### config.mk
export PLATFORM = sky130hd
export DESIGN_NAME = instruction_decode_stage_flat
export DESIGN_NICKNAME = d
export VERILOG_FILES = /design/src/rtl/armaria_decode_pkg.sv /design/src/rtl/instruction_decode_stage_if.sv /design/src/rtl/id_fifo2.sv /design/src/rtl/instruction_decode_stage.sv /design/src/flat_wrapper.sv
export SDC_FILE = /design/constraint.sdc
export NUM_CORES = 1
export LEC_CHECK = 0
export CORE_MARGIN = 1.5
export CORE_UTILIZATION = 30
export CTS_CLUSTER_SIZE = 28
export DETAILED_ROUTE_END_ITERATION = 10
export GPL_ROUTABILITY_DRIVEN = 0
export SYNTH_ARGS = -nofsm -noshare
export SYNTH_HDL_FRONTEND = slang
export SYNTH_SLANG_ARGS = --single-unit
export TNS_END_PERCENT = 1
### constraint.sdc
create_clock -name clock -period 2 [get_ports clock]
set_input_delay 0.4 -clock clock [delete_from_list [all_inputs] [get_ports clock]]
set_output_delay 0.4 -clock clock [all_outputs]
set_load 0.005 [all_outputs]
### src/rtl/armaria_decode_pkg.sv
// Shared decode definitions: instruction-ID constants, stage FSM states and the
// Thumb-style instruction-to-ID decode used by instruction_decode_stage.
package armaria_decode_pkg;

  localparam int unsigned ID_W    = 7;
  localparam int unsigned INSTR_W = 16;
  localparam int unsigned CNT_W   = 2;

  localparam logic [ID_W-1:0] ID_RESET = 7'd100;
  localparam logic [ID_W-1:0] ID_SWI   = 7'd72;
  localparam logic [ID_W-1:0] ID_HALT  = 7'd75;
  localparam logic [ID_W-1:0] ID_UNDEF = 7'd0;

  // BKPT #0 is the halt request; BKPT with any other immediate is undefined here
  localparam logic [INSTR_W-1:0] INSTR_HALT = 16'hBE00;

  typedef enum logic [1:0] {
    RST_SEQ = 2'd0,
    RUN     = 2'd1,
    HALT    = 2'd2
  } state_t;

  function automatic logic is_undef(input logic [INSTR_W-1:0] instr);
    return (instr != INSTR_HALT) &&
           ((instr[15:8] == 8'hDE) || (instr[15:8] == 8'hBE) || (instr[15:11] == 5'b11101));
  endfunction

  // Ordinary formats map to their 5-bit major opcode plus one (IDs 1..32)
  function automatic logic [ID_W-1:0] decode_id(input logic [INSTR_W-1:0] instr);
    logic [ID_W-1:0] id;
    id = ID_W'(instr[15:11]) + ID_W'(1);
    if (instr == INSTR_HALT)        id = ID_HALT;
    else if (instr[15:8] == 8'hDF)  id = ID_SWI;
    else if (is_undef(instr))       id = ID_UNDEF;
    return id;
  endfunction

endpackage

### src/rtl/instruction_decode_stage_if.sv
// Fetch-side and control-core-side handshake bundle of the instruction decode stage.
interface instruction_decode_stage_if;
  import armaria_decode_pkg::*;

  logic               instr_valid;
  logic [INSTR_W-1:0] instr;
  logic               instr_ready;
  logic               id_valid;
  logic [ID_W-1:0]    id;
  logic               id_ready;
  logic               resume;
  logic               halted;
  logic               illegal;

  modport master (
    output instr_valid, instr, id_ready, resume,
    input  instr_ready, id_valid, id, halted, illegal
  );

  modport slave (
    input  instr_valid, instr, id_ready, resume,
    output instr_ready, id_valid, id, halted, illegal
  );
endinterface

### src/rtl/id_fifo2.sv
// Two-entry ID buffer with 1-bit wrapping pointers and an occupancy count.
module id_fifo2
  import armaria_decode_pkg::*;
(
  input  logic             clk,
  input  logic             rst,
  input  logic             push,
  input  logic [ID_W-1:0]  din,
  input  logic             pop,
  output logic [ID_W-1:0]  dout,
  output logic [CNT_W-1:0] count
);

  logic [ID_W-1:0] mem [2];
  logic            wr_ptr;
  logic            rd_ptr;
  logic            do_push;
  logic            do_pop;

  assign do_push = push && (count != CNT_W'(2));
  assign do_pop  = pop  && (count != CNT_W'(0));
  assign dout    = mem[rd_ptr];

  always_ff @(posedge clk) begin
    if (rst) begin
      wr_ptr <= 1'b0;
      rd_ptr <= 1'b0;
      count  <= CNT_W'(0);
    end else begin
      if (do_push) begin
        mem[wr_ptr] <= din;
        wr_ptr      <= ~wr_ptr;
      end
      if (do_pop) rd_ptr <= ~rd_ptr;
      case ({do_push, do_pop})
        2'b10:   count <= count + CNT_W'(1);
        2'b01:   count <= count - CNT_W'(1);
        default: count <= count;
      endcase
    end
  end

endmodule

### src/rtl/instruction_decode_stage.sv
// Instruction decode stage: decodes fetched words into control-core IDs through a
// 2-entry FIFO, with reset-ID sequence and halt/resume. DECODE_ILLEGAL_TRAP_EN maps undefined words to SWI.
module instruction_decode_stage
  import armaria_decode_pkg::*;
(
  input  logic                       clock,
  input  logic                       reset,
  instruction_decode_stage_if.slave  bus
);

  state_t           state, state_nx;
  logic [1:0]       rst_cnt, rst_cnt_nx;
  logic             halt_pending, halt_pending_nx;
  logic [CNT_W-1:0] fifo_count;
  logic [ID_W-1:0]  fifo_head;
  logic [ID_W-1:0]  dec_id;
  logic [ID_W-1:0]  push_id;
  logic             dec_undef;
  logic             accept;
  logic             fifo_pop;

  assign dec_id    = decode_id(bus.instr);
  assign dec_undef = is_undef(bus.instr);
  assign accept    = bus.instr_valid && bus.instr_ready;

`ifdef DECODE_ILLEGAL_TRAP_EN
  assign push_id = dec_undef ? ID_SWI : dec_id;
`else
  assign push_id = dec_undef ? ID_UNDEF : dec_id;
`endif

  id_fifo2 u_fifo (
    .clk   (clock),
    .rst   (reset),
    .push  (accept),
    .din   (push_id),
    .pop   (fifo_pop),
    .dout  (fifo_head),
    .count (fifo_count)
  );

  always_ff @(posedge clock) begin
    if (reset) begin
      state        <= RST_SEQ;
      rst_cnt      <= 2'd2;
      halt_pending <= 1'b0;
    end else begin
      state        <= state_nx;
      rst_cnt      <= rst_cnt_nx;
      halt_pending <= halt_pending_nx;
    end
  end

  // Handshake outputs are forced idle while reset is held
  always_comb begin
    bus.instr_ready = 1'b0;
    bus.id_valid    = 1'b0;
    bus.id          = fifo_head;
    bus.halted      = 1'b0;
    if (!reset) begin
      case (state)
        RST_SEQ: begin
          bus.id_valid = 1'b1;
          bus.id       = ID_RESET;
        end
        RUN: begin
          bus.id_valid    = (fifo_count != CNT_W'(0));
          bus.instr_ready = (fifo_count < CNT_W'(2)) && !halt_pending;
        end
        HALT:    bus.halted = 1'b1;
        default: bus.id_valid = 1'b0;
      endcase
    end
    bus.illegal = accept && dec_undef;
  end

  always_comb begin
    state_nx        = state;
    rst_cnt_nx      = rst_cnt;
    halt_pending_nx = halt_pending;
    fifo_pop        = 1'b0;
    case (state)
      RST_SEQ: begin
        if (bus.id_ready) begin
          rst_cnt_nx = rst_cnt - 2'd1;
          if (rst_cnt == 2'd1) state_nx = RUN;
        end
      end
      RUN: begin
        if (accept && (dec_id == ID_HALT)) halt_pending_nx = 1'b1;
        if (bus.id_valid && bus.id_ready) begin
          fifo_pop = 1'b1;
          // Nothing is accepted behind a halt, so the FIFO drains empty here
          if (fifo_head == ID_HALT) begin
            state_nx        = HALT;
            halt_pending_nx = 1'b0;
          end
        end
      end
      HALT: begin
        if (bus.resume) state_nx = RUN;
      end
      default: state_nx = RST_SEQ;
    endcase
  end

endmodule

### src/flat_wrapper.sv
// flat-port wrapper written by rule: the top's interface ports become plain ports
module instruction_decode_stage_flat import armaria_decode_pkg::*;
  (clock, reset, bus_instr_valid, bus_instr, bus_id_ready, bus_resume, bus_instr_ready, bus_id_valid, bus_id, bus_halted, bus_illegal);
  instruction_decode_stage_if bus_i ();
  input  logic clock;
  input  logic reset;
  input wire logic [$bits(bus_i.instr_valid)-1:0] bus_instr_valid;
  input wire logic [$bits(bus_i.instr)-1:0] bus_instr;
  input wire logic [$bits(bus_i.id_ready)-1:0] bus_id_ready;
  input wire logic [$bits(bus_i.resume)-1:0] bus_resume;
  output wire logic [$bits(bus_i.instr_ready)-1:0] bus_instr_ready;
  output wire logic [$bits(bus_i.id_valid)-1:0] bus_id_valid;
  output wire logic [$bits(bus_i.id)-1:0] bus_id;
  output wire logic [$bits(bus_i.halted)-1:0] bus_halted;
  output wire logic [$bits(bus_i.illegal)-1:0] bus_illegal;
  assign bus_i.instr_valid = bus_instr_valid;
  assign bus_i.instr = bus_instr;
  assign bus_i.id_ready = bus_id_ready;
  assign bus_i.resume = bus_resume;
  assign bus_instr_ready = bus_i.instr_ready;
  assign bus_id_valid = bus_i.id_valid;
  assign bus_id = bus_i.id;
  assign bus_halted = bus_i.halted;
  assign bus_illegal = bus_i.illegal;
  instruction_decode_stage u_core (.clock(clock), .reset(reset), .bus(bus_i));
endmodule
==> results by group <==
Timing
  – Hold Vio Cnt, Final: 0
  – Worst slew margin: 0.716
  – Crit path time final: approximately 2 ns
  – Clk_skew: 0.0112 ns
  – Period utilization: 1.01
  – F_max: between 400 and 500 MHz
  – Setup Viol. Count Final: 1
  – Actual slew at the worst max-slew pin: about 0.42 ns
  – Worst Setup Slack, final: -0.0283 ns
  – RSZ-0062 raised after global routing: true
  – Max-slew violation count: 0
  – Total negative slack: -0.0283 ns

Synthesis
  – Synth async-reset ratio: 0
  – Synth Area in XOR/XNOR: 0.0605
  – Yosys reg bits: 24
  – Distinct cells, synth: 41
  – Seq/Total Area, Yosys: 0.476
  – Post-synthesis mux area share: 0.0538
  – Post-synth top area share: 0.323
  – Top cells by area, synth: edfxtp_1 32%, dfxtp_1 15%, mux2i_1 5.4%
  – Synth top cells by count: 15 x nor2_1, 14 x edfxtp_1, 10 x dfxtp_1, 7 x mux2i_1, 6 x xnor2_1
  – Post-synth EDFFs: 14
  – Syn Inst Count: 120
  – Synth Warn #: 0
  – Dominant combinational cell family by area after synthesis: simple AND/OR/NAND/NOR gates
  – Synth Flop Type: edfxtp_1
  – Count leader, synth: nor2_1
  – Compound-gate portion of the synthesized area: 0.116
  – Post-Synth Simple-Gate Area: 0.226
  – Post-Syn Area: roughly 1300 µm²
  – Syn Nets: approximately 150
  – Synth Area in Adders: 0.0384
  – Leading area contributor after synthesis: edfxtp_1
  – Syn Area/Cell: around 11 µm²

Finish
  – Multi-input gate area: roughly 700 µm²
  – Area Overhead vs Synth: 56.6%
  – Final instance area: a little over 2000 µm²
  – ANT cells: 0
  – Reg area: approximately 620 µm²
  – Fin nets: between 200 and 250
  – Share of layout cells above drive strength 1: 0.351
  – Number of filler cells placed in the layout: approximately 370

Worst setup path
  – Crit path buf inv count: 2
  – Max FO, Critical Path: 4
  – Crit Path Class: in -> out
  – Startpoint types: primary input
  – Worst endpoint data arrival time: between 1.5 and 2 ns
  – Cell family with most CP delay: simple AND/OR/NAND/NOR gates
  – Reg2reg path depth: 6
  – Slowest CP cell: clkdlybuf4s50_1
  – Levels on crit path: 5
  – CP required: about 1.6 ns
  – Setup crit end kind: output port
  – Max incr delay on CP: around 0.47 ns
  – Critical Path, Cell by Cell: clkdlybuf4s50_1 -> nand2b_1 -> nor4_4 -> and3_4 -> buf_2

Clock tree
  – Clock Pin Slew Worst Setup and Hold Paths: roughly 0.08 ns
  – Clock tree buffer depth: 2
  – Cts hold-fix bufs: 0
  – Total CTS buffers: 3
  – H-Tree Level Count: 1
  – TritonCTS clock tree: done
  – Root buffer cell: clkbuf_8
  – Later-pin clock latency in the skew report: 0.27 ns
  – Clock Sinks: 24

Flow run
  – Max_cap viols: 0

Routing
  – Routed WL: roughly 3000 µm
  – Post-route DRC: 0
  – Via count: 1146
  – First-pass iteration count of the detailed router: 4
  – WL/cell: 12.7 µm
  – Post-DRT Antenna Nets: 0
  – Drt via density: between 4 and 5
  – Detailed Route Iter0 Violations: 45

Placement
  – Port bufs: 31
  – HPWL Detailed: 2300 µm
  – Cell Area, Placed: around 1900 µm²

Die
  – IO Pins: 32
  – Initial core utilization: 0.319
  – Die W: roughly 69 µm
  – Site Rows: 23
  – Die Y: approximately 69 µm
  – Die area: roughly 4700 µm²
  – Core area: 4090 µm²

Min path
  – WHS Path Cells: 2
  – Hold Path Class: reg -> reg

GRT
  – First-pass GRT wire length: ~5000 µm
  – Total grt overflow: 0
  – Pin count of the biggest net entering global routing: 14
  – Number of global-route vias before repair: approximately 1100
  – All-Layer GR Usage: 0.137
  – Antenna violations before repair: 0

Outcome
  – Failing checks: setup timing
  – Outcome: complete, but fails checks

Power
  – Overall power: just over 1 mW
  – Pwr/cell area: just under 500 nW/µm²
  – Max rail drop VDD: ~230 µV
  – Leak: ~0.83 nW
==> state kept, by name, summed over array words and instances, names as in the netlist, named ones only <==
| name | cells |
|---|---|
| u_core.u_fifo.wr_ptr | 1 |
| u_core.state | 2 |
| u_core.u_fifo.count | 2 |
| u_core.u_fifo.mem | 14 |
| u_core.rst_cnt | 2 |
| u_core.halt_pending | 1 |
| u_core.u_fifo.rd_ptr | 1 |
==> metal layers <==
metal / GRT usage / part of all wire
met1: 0.156 / 0.43
met3: 0.0130 / 0.033
met2: 0.252 / 0.52
met4: 0.0735 / 0.025
met5: 0 / 0
==> power breakdown <==
| group | internal, mW | leakage [nW] | total, mW | switching, mW |
|---|---|---|---|---|
| sequential | 0.530 | 0.215 | 0.535 | 0.00443 |
| combinational | 0.0895 | 0.585 | 0.155 | 0.0650 |
| clock | 0.176 | 0.0288 | 0.318 | 0.142 |
==> tightest hold or removal path, delay by kind of cell (launching register included) <==
kind | cells | cell delay (ns)
AND/OR/NAND/NOR | 1 | 0.07
XOR/XNOR | 1 | 0.08
flip-flops | 1 | 0.33
==> cells by family (layout without fill, tap and decap cells) <==
| kind of cell | count (synthesis) | after routing |
|---|---|---|
| buffers and inverters | 9 | 77 |
| and+or+nand+nor | 50 | 50 |
| muxes | 7 | 7 |
| DFF | 24 | 24 |
| adders and majority gates | 4 | 4 |
| AOI/OAI and AO/OA | 17 | 17 |
| xor gates and xnor gates | 9 | 9 |
==> cell usage in the layout (no fill, tap or decap), drive strengths merged, types with 5 or more instances in the layout <==
cell	instances
dfxtp	10
clkdlybuf4s50	14
nand3	5
xnor2	6
nand2	5
buf	38
edfxtp	14
dlygate4sd2	13
mux2i	7
inv	5
nor2	15
==> area by class of cell <==
cell class	instances	share of cell area
Clock buffer	4	0.0270
Multi-Input combinational cell	87	0.346
Inverter	5	0.00920
Tap cell	50	0.0307
Timing Repair Buffer	68	0.281
Sequential cell	24	0.306
==> stage by stage <==
stage                     setup slack [ns]  hold WS [ns]  instances   util
after floorplan                      0.221         0.466        120      -
after global placement              -0.500         0.494        224  0.455
after detailed placement            -0.529         0.505        224  0.455
after CTS                          -0.0169         0.530        235  0.484
after global routing               -0.0818         0.568        238  0.499
final                              -0.0283         0.524        238  0.499
==> what timing repair did <==
action / CTS / global route
pin swaps: 7 / 4
endpoints found under the setup margin: 12 / 10
gates resized for setup: 28 / 9
setup buffers: 7 / 3
==> worst paths after layout <==
path | to | slack [ns] | from
min reg2reg | u_core.u_fifo.rd_ptr | 0.52 | u_core.u_fifo.rd_ptr
max reg2reg | u_core.u_fifo.count[1] | 0.23 | u_core.halt_pending
min | u_core.u_fifo.rd_ptr | 0.52 | u_core.u_fifo.rd_ptr
max | bus_illegal | -0.03 | bus_instr_valid
(Power assumes the default switching activity.)
